File: src/rtl/ls_pkg.sv
// Shared types for the pipelined load/store unit: FSM encoding,
// issue bundle at the default configuration, and default widths.
package ls_pkg;

    localparam int DATA_W_DEF    = 16;
    localparam int PREG_W_DEF    = 7;
    localparam int AREG_W_DEF    = 3;
    localparam int ZREG_W_DEF    = 8;
    localparam int SB_IDX_W_DEF  = 5;
    localparam int ROB_IDX_W_DEF = 7;
    localparam int PC_AREG_DEF   = 0;

    typedef enum logic [1:0] {
        IDLE  = 2'd0,
        EXEC  = 2'd1,
        WAIT  = 2'd2,
        DRAIN = 2'd3
    } ls_state_e;

    // One issue from the LS reservation station at the default widths.
    typedef struct packed {
        logic                     store;
        logic [DATA_W_DEF-1:0]    base;
        logic [DATA_W_DEF-1:0]    offset;
        logic [DATA_W_DEF-1:0]    src;
        logic [PREG_W_DEF-1:0]    dest;
        logic [AREG_W_DEF-1:0]    arch_dest;
        logic [ZREG_W_DEF-1:0]    z_dest;
        logic [SB_IDX_W_DEF-1:0]  sb_index;
        logic [ROB_IDX_W_DEF-1:0] rob_index;
        logic                     lmsm;
    } ls_issue_t;

endpackage

File: src/rtl/ls_wb_reg.sv
// Writeback output register: turns a completing op into one-cycle RRF/R_CZ/SB/ROB/redirect pulses.
// Latency: 1 cycle from completion to pulse.
// Backpressure: none; flush in the completion cycle suppresses the pulse.
module ls_wb_reg
    import ls_pkg::*;
#(
    parameter int DATA_W    = DATA_W_DEF,
    parameter int PREG_W    = PREG_W_DEF,
    parameter int AREG_W    = AREG_W_DEF,
    parameter int ZREG_W    = ZREG_W_DEF,
    parameter int SB_IDX_W  = SB_IDX_W_DEF,
    parameter int ROB_IDX_W = ROB_IDX_W_DEF,
    parameter int PC_AREG   = PC_AREG_DEF
) (
    input  logic                 clk,
    input  logic                 rst_n,
    input  logic                 flush,
    input  logic                 cmp_vld,
    input  logic                 cmp_store,
    input  logic                 cmp_lmsm,
    input  logic [DATA_W-1:0]    cmp_addr,
    input  logic [DATA_W-1:0]    cmp_dat,
    input  logic [PREG_W-1:0]    cmp_dest,
    input  logic [AREG_W-1:0]    cmp_arch_dest,
    input  logic [ZREG_W-1:0]    cmp_z_dest,
    input  logic [SB_IDX_W-1:0]  cmp_sb_index,
    input  logic [ROB_IDX_W-1:0] cmp_rob_index,
    output logic                 SB_W,
    output logic [SB_IDX_W-1:0]  SB_index_out,
    output logic [DATA_W-1:0]    SB_addr_out,
    output logic [DATA_W-1:0]    SB_data_out,
    output logic                 LS_W,
    output logic [PREG_W-1:0]    LS_RR,
    output logic [DATA_W-1:0]    LS_D,
    output logic                 LS_Z_W,
    output logic [ZREG_W-1:0]    LS_Z_dest,
    output logic                 LS_Z,
    output logic                 ROB_W,
    output logic [ROB_IDX_W-1:0] ROB_index_out,
    output logic                 LS_branch_mispred,
    output logic [DATA_W-1:0]    LS_new_PC
);

    logic wb_vld;
    logic st_vld;
    logic ld_vld;
    logic pc_vld;
    logic rf_vld;
    logic z_vld;

    assign wb_vld = cmp_vld & ~flush;
    assign st_vld = wb_vld & cmp_store;
    assign ld_vld = wb_vld & ~cmp_store;
    // A load into the PC alias redirects fetch instead of writing the RRF.
    assign pc_vld = ld_vld & (cmp_arch_dest == AREG_W'(PC_AREG));
    assign rf_vld = ld_vld & ~pc_vld;
    assign z_vld  = ld_vld & ~cmp_lmsm;

    always_ff @(posedge clk or negedge rst_n) begin
        if (!rst_n) begin
            SB_W              <= 1'b0;
            SB_index_out      <= '0;
            SB_addr_out       <= '0;
            SB_data_out       <= '0;
            LS_W              <= 1'b0;
            LS_RR             <= '0;
            LS_D              <= '0;
            LS_Z_W            <= 1'b0;
            LS_Z_dest         <= '0;
            LS_Z              <= 1'b0;
            ROB_W             <= 1'b0;
            ROB_index_out     <= '0;
            LS_branch_mispred <= 1'b0;
            LS_new_PC         <= '0;
        end else begin
            SB_W              <= st_vld;
            SB_index_out      <= st_vld ? cmp_sb_index : '0;
            SB_addr_out       <= st_vld ? cmp_addr : '0;
            SB_data_out       <= st_vld ? cmp_dat : '0;
            LS_W              <= rf_vld;
            LS_RR             <= rf_vld ? cmp_dest : '0;
            LS_D              <= rf_vld ? cmp_dat : '0;
            LS_Z_W            <= z_vld;
            LS_Z_dest         <= z_vld ? cmp_z_dest : '0;
            LS_Z              <= z_vld & (cmp_dat == '0);
            ROB_W             <= wb_vld;
            ROB_index_out     <= wb_vld ? cmp_rob_index : '0;
            LS_branch_mispred <= pc_vld;
            LS_new_PC         <= pc_vld ? cmp_dat : '0;
        end
    end

endmodule

File: src/rtl/load_store_pipe.sv
// Pipelined load/store unit: registered address stage, SB forward, L1d miss wait, flush drain.
// Latency: store / SB-hit load 2 cycles issue->writeback; miss 1 cycle after L1d response.
// Backpressure: in_ready low while a miss is outstanding, during flush and while draining.
module load_store_pipe
    import ls_pkg::*;
#(
    parameter int DATA_W    = DATA_W_DEF,
    parameter int PREG_W    = PREG_W_DEF,
    parameter int AREG_W    = AREG_W_DEF,
    parameter int ZREG_W    = ZREG_W_DEF,
    parameter int SB_IDX_W  = SB_IDX_W_DEF,
    parameter int ROB_IDX_W = ROB_IDX_W_DEF,
    parameter int PC_AREG   = PC_AREG_DEF
) (
    input  logic                 clk,
    input  logic                 rst_n,
    input  logic                 in_valid,
    output logic                 in_ready,
    input  logic                 in_store,
    input  logic [DATA_W-1:0]    in_base,
    input  logic [DATA_W-1:0]    in_offset,
    input  logic [DATA_W-1:0]    in_src,
    input  logic [PREG_W-1:0]    in_dest,
    input  logic [AREG_W-1:0]    in_arch_dest,
    input  logic [ZREG_W-1:0]    in_z_dest,
    input  logic [SB_IDX_W-1:0]  in_sb_index,
    input  logic [ROB_IDX_W-1:0] in_rob_index,
    input  logic                 in_lmsm,
    input  logic                 flush,
    output logic [DATA_W-1:0]    SB_search_addr,
    input  logic                 SB_match,
    input  logic [DATA_W-1:0]    SB_data,
    output logic                 L1d_req,
    output logic [DATA_W-1:0]    L1d_addr,
    input  logic                 L1d_rsp_valid,
    input  logic [DATA_W-1:0]    L1d_data,
    output logic                 SB_W,
    output logic [SB_IDX_W-1:0]  SB_index_out,
    output logic [DATA_W-1:0]    SB_addr_out,
    output logic [DATA_W-1:0]    SB_data_out,
    output logic                 LS_W,
    output logic [PREG_W-1:0]    LS_RR,
    output logic [DATA_W-1:0]    LS_D,
    output logic                 LS_Z_W,
    output logic [ZREG_W-1:0]    LS_Z_dest,
    output logic                 LS_Z,
    output logic                 ROB_W,
    output logic [ROB_IDX_W-1:0] ROB_index_out,
    output logic                 LS_branch_mispred,
    output logic [DATA_W-1:0]    LS_new_PC
);

    // S1 holds the effective address rather than base/offset.
    typedef struct packed {
        logic                 store;
        logic                 lmsm;
        logic [DATA_W-1:0]    addr;
        logic [DATA_W-1:0]    src;
        logic [PREG_W-1:0]    dest;
        logic [AREG_W-1:0]    arch_dest;
        logic [ZREG_W-1:0]    z_dest;
        logic [SB_IDX_W-1:0]  sb_index;
        logic [ROB_IDX_W-1:0] rob_index;
    } s1_t;

    ls_state_e         state_q;
    ls_state_e         state_d;
    s1_t               s1_q;
    logic [DATA_W-1:0] eff_addr;
    logic              cmp_vld;
    logic              accept;
    logic [DATA_W-1:0] ld_dat;
    logic [DATA_W-1:0] cmp_dat;

    assign eff_addr = in_base + in_offset;

    assign cmp_vld = ((state_q == EXEC) && (s1_q.store || SB_match)) ||
                     ((state_q == WAIT) && L1d_rsp_valid);

    assign in_ready = ~flush & (state_q != DRAIN) & ((state_q == IDLE) | cmp_vld);
    assign accept   = in_valid & in_ready;

    always_ff @(posedge clk or negedge rst_n) begin
        if (!rst_n) begin
            state_q <= IDLE;
        end else begin
            state_q <= state_d;
        end
    end

    always_comb begin
        state_d = state_q;
        unique case (state_q)
            IDLE:    if (accept) state_d = EXEC;
            EXEC:    state_d = cmp_vld ? (accept ? EXEC : IDLE) : WAIT;
            WAIT:    if (L1d_rsp_valid) state_d = accept ? EXEC : IDLE;
            DRAIN:   if (L1d_rsp_valid) state_d = IDLE;
            default: state_d = IDLE;
        endcase
        // An outstanding read must still be absorbed after flush, or its
        // response would be taken for the next miss.
        if (flush) begin
            if ((state_q == WAIT) && !L1d_rsp_valid) begin
                state_d = DRAIN;
            end else if (state_q != DRAIN) begin
                state_d = IDLE;
            end
        end
    end

    always_comb begin
        SB_search_addr = '0;
        L1d_req        = 1'b0;
        L1d_addr       = '0;
        unique case (state_q)
            EXEC: begin
                if (!s1_q.store) begin
                    SB_search_addr = s1_q.addr;
                    if (!SB_match && !flush) begin
                        L1d_req  = 1'b1;
                        L1d_addr = s1_q.addr;
                    end
                end
            end
            WAIT: begin
                if (!flush || L1d_rsp_valid) begin
                    L1d_req  = 1'b1;
                    L1d_addr = s1_q.addr;
                end
            end
            default: begin
            end
        endcase
    end

    always_ff @(posedge clk or negedge rst_n) begin
        if (!rst_n) begin
            s1_q <= '0;
        end else if (flush) begin
            s1_q <= '0;
        end else if (accept) begin
            s1_q <= '{store:     in_store,
                      lmsm:      in_lmsm,
                      addr:      eff_addr,
                      src:       in_src,
                      dest:      in_dest,
                      arch_dest: in_arch_dest,
                      z_dest:    in_z_dest,
                      sb_index:  in_sb_index,
                      rob_index: in_rob_index};
        end
    end

    assign ld_dat  = (state_q == WAIT) ? L1d_data : SB_data;
    assign cmp_dat = s1_q.store ? s1_q.src : ld_dat;

    ls_wb_reg #(
        .DATA_W    (DATA_W),
        .PREG_W    (PREG_W),
        .AREG_W    (AREG_W),
        .ZREG_W    (ZREG_W),
        .SB_IDX_W  (SB_IDX_W),
        .ROB_IDX_W (ROB_IDX_W),
        .PC_AREG   (PC_AREG)
    ) u_wb_reg (
        .clk               (clk),
        .rst_n             (rst_n),
        .flush             (flush),
        .cmp_vld           (cmp_vld),
        .cmp_store         (s1_q.store),
        .cmp_lmsm          (s1_q.lmsm),
        .cmp_addr          (s1_q.addr),
        .cmp_dat           (cmp_dat),
        .cmp_dest          (s1_q.dest),
        .cmp_arch_dest     (s1_q.arch_dest),
        .cmp_z_dest        (s1_q.z_dest),
        .cmp_sb_index      (s1_q.sb_index),
        .cmp_rob_index     (s1_q.rob_index),
        .SB_W              (SB_W),
        .SB_index_out      (SB_index_out),
        .SB_addr_out       (SB_addr_out),
        .SB_data_out       (SB_data_out),
        .LS_W              (LS_W),
        .LS_RR             (LS_RR),
        .LS_D              (LS_D),
        .LS_Z_W            (LS_Z_W),
        .LS_Z_dest         (LS_Z_dest),
        .LS_Z              (LS_Z),
        .ROB_W             (ROB_W),
        .ROB_index_out     (ROB_index_out),
        .LS_branch_mispred (LS_branch_mispred),
        .LS_new_PC         (LS_new_PC)
    );

endmodule

File: config.mk
export PLATFORM = sky130hd
export DESIGN_NAME = load_store_pipe
export DESIGN_NICKNAME = d
export VERILOG_FILES = /design/src/rtl/ls_pkg.sv /design/src/rtl/ls_wb_reg.sv /design/src/rtl/load_store_pipe.sv
export SDC_FILE = /design/constraint.sdc
export NUM_CORES = 1
export LEC_CHECK = 0
export CAP_MARGIN = 25
export CORE_MARGIN = 2
export CORE_UTILIZATION = 30
export CTS_CLUSTER_DIAMETER = 100
export DETAILED_ROUTE_END_ITERATION = 10
export GPL_ROUTABILITY_DRIVEN = 0
export GPL_TIMING_DRIVEN = 0
export SLEW_MARGIN = 5
export SYNTH_ARGS = -nofsm -noshare
export SYNTH_HDL_FRONTEND = slang
export SYNTH_HIERARCHICAL = 1
export SYNTH_SLANG_ARGS = --single-unit
File: constraint.sdc
create_clock -name clk -period 2.75 [get_ports clk]
set_input_delay 0.275 -clock clk [delete_from_list [all_inputs] [get_ports clk]]
set_output_delay 0.275 -clock clk [all_outputs]
set_load 0.05 [all_outputs]
# ---- Yosys cells after proc, flatten, opt, wreduce, memory -nomap -nowiden
# Cells that the tools add are included.
dict set report totals {
  word_cells 89
  input_bits 118
  out_inout_bits 131
  ff_bits 163
}
dict set report classes {
  n_reduce_logical 14
  n_bitwise 15
  mux 31
  n_eq_ne 4
  addsub 1
}
# cell count
set ops {}
lappend ops {{$mux W16} 11}
lappend ops {{$mux W64} 2}
lappend ops {{$pmux W16 S2} 1}
lappend ops {{$add A16 B16 Y16} 1}
lappend ops {{$logic_not A16 Y1} 1}
lappend ops {{$mux W2} 7}
lappend ops {{$mux W7} 2}
lappend ops {{$and A1 B1 Y1} 10}
lappend ops {{$mux W8} 1}
lappend ops {{$pmux W2 S4} 1}
lappend ops {{$mux W5} 1}
lappend ops {{$eq A2 B2 Y1 const B} 2}
lappend ops {{$logic_and A1 B1 Y1} 4}
lappend ops {{$mux W1} 4}
lappend ops {{$not A1 Y1} 4}
lappend ops {{$logic_not A1 Y1} 3}
lappend ops {{$logic_not A3 Y1} 1}
lappend ops {{$logic_or A1 B1 Y1} 3}
lappend ops {{$eq A2 B1 Y1 const B} 1}
lappend ops {{$logic_not A2 Y1} 1}
lappend ops {{$ne A2 B2 Y1 const B} 1}
lappend ops {{$pmux W1 S2} 1}
lappend ops {{$reduce_bool A2 Y1} 1}
lappend ops {{$or A1 B1 Y1} 1}

# ---- Logic depth before layout (Yosys ltp)
dict set report logic_depth {
  depth_word 12
  ltp_mapped 9
  depth_no_buf 8
}

# ---- Modules after synthesis
# Netlist, hierarchy kept.
# module area_per_inst_um2 seq_area_each_um2 instances cells_per_inst
set by_module_without_submodules {}
lappend by_module_without_submodules {load_store_pipe 4018.9 1651.6 1 476}
lappend by_module_without_submodules {ls_wb_reg 3189.3 2427.3 1 212}

# ---- Worst setup path before layout
# OpenSTA, ideal clock, no wires.
dict set report synth_path {
  kind {flip-flop to output port}
  startpoint {register s1_q[63] (netlist bit)}
  endpoint {output L1d_addr[0]}
  path_stages_with_launch 8
  path_slack_ns 0.535
  t_arrival_ns 1.940
  required_ns 2.475
  n_path_buf 2
  cell_sequence {dfrtp_1 > clkbuf_1 > nand2b_1 > nor2_1 > nor2_1 > o21ai_1 > clkbuf_1 > and3_1}
}
dict set report synth_via {
  elab_chain_cells 2
}
# element line_no
set synth_rtl {}
lappend synth_rtl {{from (decl)} load_store_pipe.sv:68} ;# s1_t s1_q;
lappend synth_rtl {{from (signal assigned)} load_store_pipe.sv:142} ;# s1_q <= '{store: in_store,
lappend synth_rtl {{$mux W16} load_store_pipe.sv:117} ;# if (!s1_q.store) begin
lappend synth_rtl {{$pmux W16 S2} load_store_pipe.sv:115} ;# unique case (state_q)
lappend synth_rtl {{to (decl)} load_store_pipe.sv:34} ;# output logic [DATA_W-1:0] L1d_addr,
# Every way passes these cells.

# ---- Worst setup path in the final report
dict set report layout_path {
  startpoint {register state_q[1]}
  endpoint {output L1d_addr[12]}
}
dict set report layout_via {
  elab_chain_cells 2
  elab_cells_between_ends 3
  cone_classes {eq/ne (2); mux (1)}
}
# element line_no
set layout_rtl {}
lappend layout_rtl {{from (decl)} load_store_pipe.sv:66} ;# ls_state_e state_q;
lappend layout_rtl {{from (signal assigned)} load_store_pipe.sv:87} ;# state_q <= state_d;
lappend layout_rtl {{$eq A2 B2 Y1 / $eq A2 B1 Y1 (equally long branches)} load_store_pipe.sv:115}
lappend layout_rtl {{$pmux W16 S2 (*)} load_store_pipe.sv:115}
# Mark *: on every way between the ends. The rest lies on a longest branch, timed or not.

==> impl_metrics.csv <==
group,metric,value,unit
status,result_of_the_run,"finished, final reports clean",
floorplan,floorplan.core_area,23500,um^2
detailed_routing,wl,22300,um
worst_hold_path,min_to,"s1_q[1]$_DFFE_PN0P_",
grt,pin_count_of_the_biggest_net_entering_global_routing,84,
critical_path,start_kind,"flop",
timing,number_of_hold_violations_in_the_final_report,0,
critical_path,crit-reg2reg-launch,"state_q[0]$_DFF_PN0_",
worst_hold_path,timing.hold.worst.class,"in2reg",
logic_synthesis,yosysTopAreaCellShare,56.6,%
placed_design,place.detailed.instances,1256,
detailed_routing,vias,5883,
layout,drive_gt1_share,11.3,%
timing,fin_tns_setup,0,ns
critical_path,critical_path_cell_count,10,
floorplan,die_area,25300,um^2
critical_path,cp_num_buf_inv,4,
detailed_routing,route.antenna.remaining_nets,0,
placed_design,dp_worst_setup_slack,-0.782,ns
detailed_routing,vias_per_cell,4.56,
timing,layout_setup_ws,0.139,ns
critical_path,rrSetupSlack,0.26,ns
critical_path,cp.arrival,2.34,ns
logic_synthesis,postSynth.asyncResetShare,100,%
clocking,cts.clk_slew.worst_paths,0.07,ns
job,max-cap-violations,0,
critical_path,criticalPathCategory,"reg2out",
layout,multiInputGateArea,2950,um^2
logic_synthesis,synthTopCellsByArea,"sky130_fd_sc_hd__dfrtp_1 57%, sky130_fd_sc_hd__nand2_1 6.7%, sky130_fd_sc_hd__and2_1 5.7%",
logic_synthesis,synth_edf_count,0,
logic_synthesis,dominantRegCellSynth,"sky130_fd_sc_hd__dfrtp_1",
floorplan,dieWidth,159,um
logic_synthesis,netlist.top_cell.by_area,"sky130_fd_sc_hd__dfrtp_1",
layout,area_delta_synth_final,48.5,%
floorplan,fp-row-count,56,
grt,antenna_found_initial,0,
timing,timing.final.setup_violations,0,
critical_path,path_max_fanout,9,
layout,fin_area,10700,um^2
power,ir_drop,0.299,mV
power,leakage,5.16,nW
layout,num-fill-cells,2274,
critical_path,cp.required,2.48,ns
clocking,cts_sinks,163,
placed_design,port-buffer-count,248,
timing,period_minus_slack,2.61,ns
logic_synthesis,synthesis.area_per_instance,10.5,um^2
logic_synthesis,synthesis.nets,827,
timing,timing.slew.headroom,57.0,%
clocking,clk-insertion-delay-late,0.43,ns
timing,slew_violations,0,
critical_path,worstPathCellList,"inv_2, ha_1, nand2b_1, nor2_1, nor2_1, o21ai_4, buf_12, buf_2, and3_1, clkbuf_4",
layout,utilization,45.5,%
power,power_density,541,nW/um^2
critical_path,crit_path_leading_delay_family,"buffers and inverters",
critical_path,end_kind,"primary output",
placed_design,post-dp-hpwl,16500,um
detailed_routing,first_iter_violations,224,
detailed_routing,firstDrtPassIters,6,
logic_synthesis,synthesis.area,7210,um^2
critical_path,cell_repeated_most_along_the_worst_path,"sky130_fd_sc_hd__nor2_1",
timing,clock.fmax,383,MHz
clocking,clockBufferDepth,2,
detailed_routing,detail_route.drc_violations,0,
worst_hold_path,source_of_the_worst_hold_timing_path,"in_rob_index[1]",
clocking,clk_root_buffer_cell,"sky130_fd_sc_hd__clkbuf_16",
logic_synthesis,synth-warning-count,6,
layout,antenna_diode_count,0,
detailed_routing,wl_per_cell,17.3,um
worst_hold_path,holdPathStages,3,
layout,final_net_count,1098,
critical_path,max_stage_delay,0.43,ns
timing,period_share,95.0,%
critical_path,timing.critical_path.slowest_stage_cell,"sky130_fd_sc_hd__dfrtp_1",
floorplan,floorplan.initialDensity,30.6,%
logic_synthesis,synthDistinctLibCells,48,
placed_design,placedInstanceArea,10100,um^2
logic_synthesis,count_of_state_elements_after_synthesis,163,
layout,final_cell_count_no_fill,1291,
logic_synthesis,netlist_instances,688,
timing,tightest_slew,0.645,ns
layout,area.sequential,4080,um^2
critical_path,reg2reg_to,"u_wb_reg/LS_Z$_DFF_PN0_",
grt,grt_overflow,0,
floorplan,die_boundary_height,159,um
clocking,clock_tree_from_tritoncts,"built",
clocking,cts_bufs_inserted,17,
timing,rsz0062_at_grt,"false",
critical_path,timing.reg2reg.worst_path_depth,9,
grt,grtUsageTotal,18.0,%
grt,vias_in_the_first_global_route,6216,
floorplan,ioPinCount,249,
clocking,htreeDepth,4,
grt,grt_pass1_wl,35400,um
logic_synthesis,yosysSeqAreaShare,56.6,%
timing,final_setup_skew,0.0109,ns
worst min-delay path: cells and delay by family:
kind / cells / cell delay (ns)
simple gates: 2 / 0.09
buf+inv: 1 / 0.39
placed cells by master, fill, tap and decap left out, drive strengths merged, types with 6 or more instances in the layout:
cell / Yosys / final
nor2: 15 / 15
dfrtp: 163 / 163
clkinv: 1 / 6
inv: 3 / 10
a21o: 7 / 7
mux2i: 17 / 17
clkdlybuf4s15: 0 / 8
xor2: 7 / 7
buf: 15 / 29
nand2: 129 / 129
a21oi: 12 / 12
and2: 73 / 73
nand3b: 31 / 31
dlygate4sd2: 0 / 7
and3: 55 / 55
clkdlybuf4s50: 0 / 213
o21ai: 37 / 37
nand3: 31 / 31
clkbuf: 25 / 52
ha: 20 / 20
worst max-delay path by stage:
stage                                    start                         endpoint
after detailed placement  s1_q[63]$_DFFE_PN0P_                      L1d_addr[5]
after global routing      state_q[1]$_DFF_PN0_                     L1d_addr[12]
after global placement                   rst_n  u_wb_reg/LS_Z_dest[6]$_DFF_PN0_
after CTS                 state_q[1]$_DFF_PN0_               SB_search_addr[12]
final                     state_q[1]$_DFF_PN0_                     L1d_addr[12]
after floorplan           s1_q[63]$_DFFE_PN0P_                      L1d_addr[0]
layout make-up:
type | count | area share (%)
inverter | 4 | 0.140
clock inverter | 14 | 1.33
tap | 319 | 3.73
multi-input combinational | 481 | 27.5
clock buffer | 18 | 4.10
timing repair buffer | 253 | 23.1
sequential | 163 | 38.1
buffer | 39 | 1.94
sequential cells by signal, summed over array words and instances, names as in the netlist:
| register | flops |
|---|---|
| u_wb_reg/SB_data_out | 16 |
| u_wb_reg/ROB_index_out | 7 |
| u_wb_reg/SB_index_out | 5 |
| u_wb_reg/LS_Z_dest | 8 |
| u_wb_reg/LS_new_PC | 16 |
| u_wb_reg/LS_branch_mispred | 1 |
| u_wb_reg/LS_Z_W | 1 |
| u_wb_reg/SB_W | 1 |
| u_wb_reg/LS_RR | 7 |
| u_wb_reg/LS_W | 1 |
| u_wb_reg/ROB_W | 1 |
| u_wb_reg/SB_addr_out | 16 |
| u_wb_reg/LS_D | 16 |
| s1_q | 64 |
| u_wb_reg/LS_Z | 1 |
| state_q | 2 |
cell usage after synthesis, drive strengths merged (4+ instances only):
cell type,n
xor2,7
nor2,15
and2,73
a21oi,12
nand2,129
dfrtp,163
a21o,7
a31oi,4
mux2i,17
nor3,5
nor4,5
clkbuf,25
o21ai,37
xnor2,4
buf,15
ha,20
nand3,31
o21a,5
nand3b,31
and3,55
report_power, final:
part           switching [mW]  internal [mW]
clock                    1.10           1.23
combinational           0.502          0.375
sequential             0.0852           2.51
cell families (layout without fill, tap and decap cells):
logic type               count (synthesis)  count (layout)  synth area share [%]
AND/OR/NAND/NOR                        354             354                  26.3
flip-flops                             163             163                  56.6
AO/OA/AOI/OAI                           78              78                  6.79
buffers and inverters                   44             328                  2.83
adder cells (fa/ha/maj)                 21              21                  3.75
multiplexers                            17              17                  2.36
XOR/XNOR                                11              11                  1.34
per-stage QoR:
step | total power [mW] | hold WS, ns
floorplan | 3.06 | -0.0206
global placement | 3.50 | 0.460
detailed placement | 3.52 | 0.319
CTS | 5.84 | 0.357
global route | 6.06 | 0.358
finish | 5.79 | 0.372
metal layers:
| layer | global-route usage [%] | vias to the layer above | wire length, um |
|---|---|---|---|
| met5 | 0 | - | 0 |
| met4 | 5.87 | 0 | 472 |
| met3 | 4.06 | 27 | 1090 |
| met2 | 30.5 | 167 | 10800 |
| met1 | 22.8 | 2821 | 9980 |
| li1 | - | 2868 | - |
repair_timing:
item	CTS	global route
cloned	0	1
endpoints found under the setup margin	35	27
pin swaps	0	2
hold buffers	1	0
hold endpoints to repair	80	0
setup buffers	0	2
gates resized for setup	108	25
Note: power is estimated with default switching activity, not from simulation.
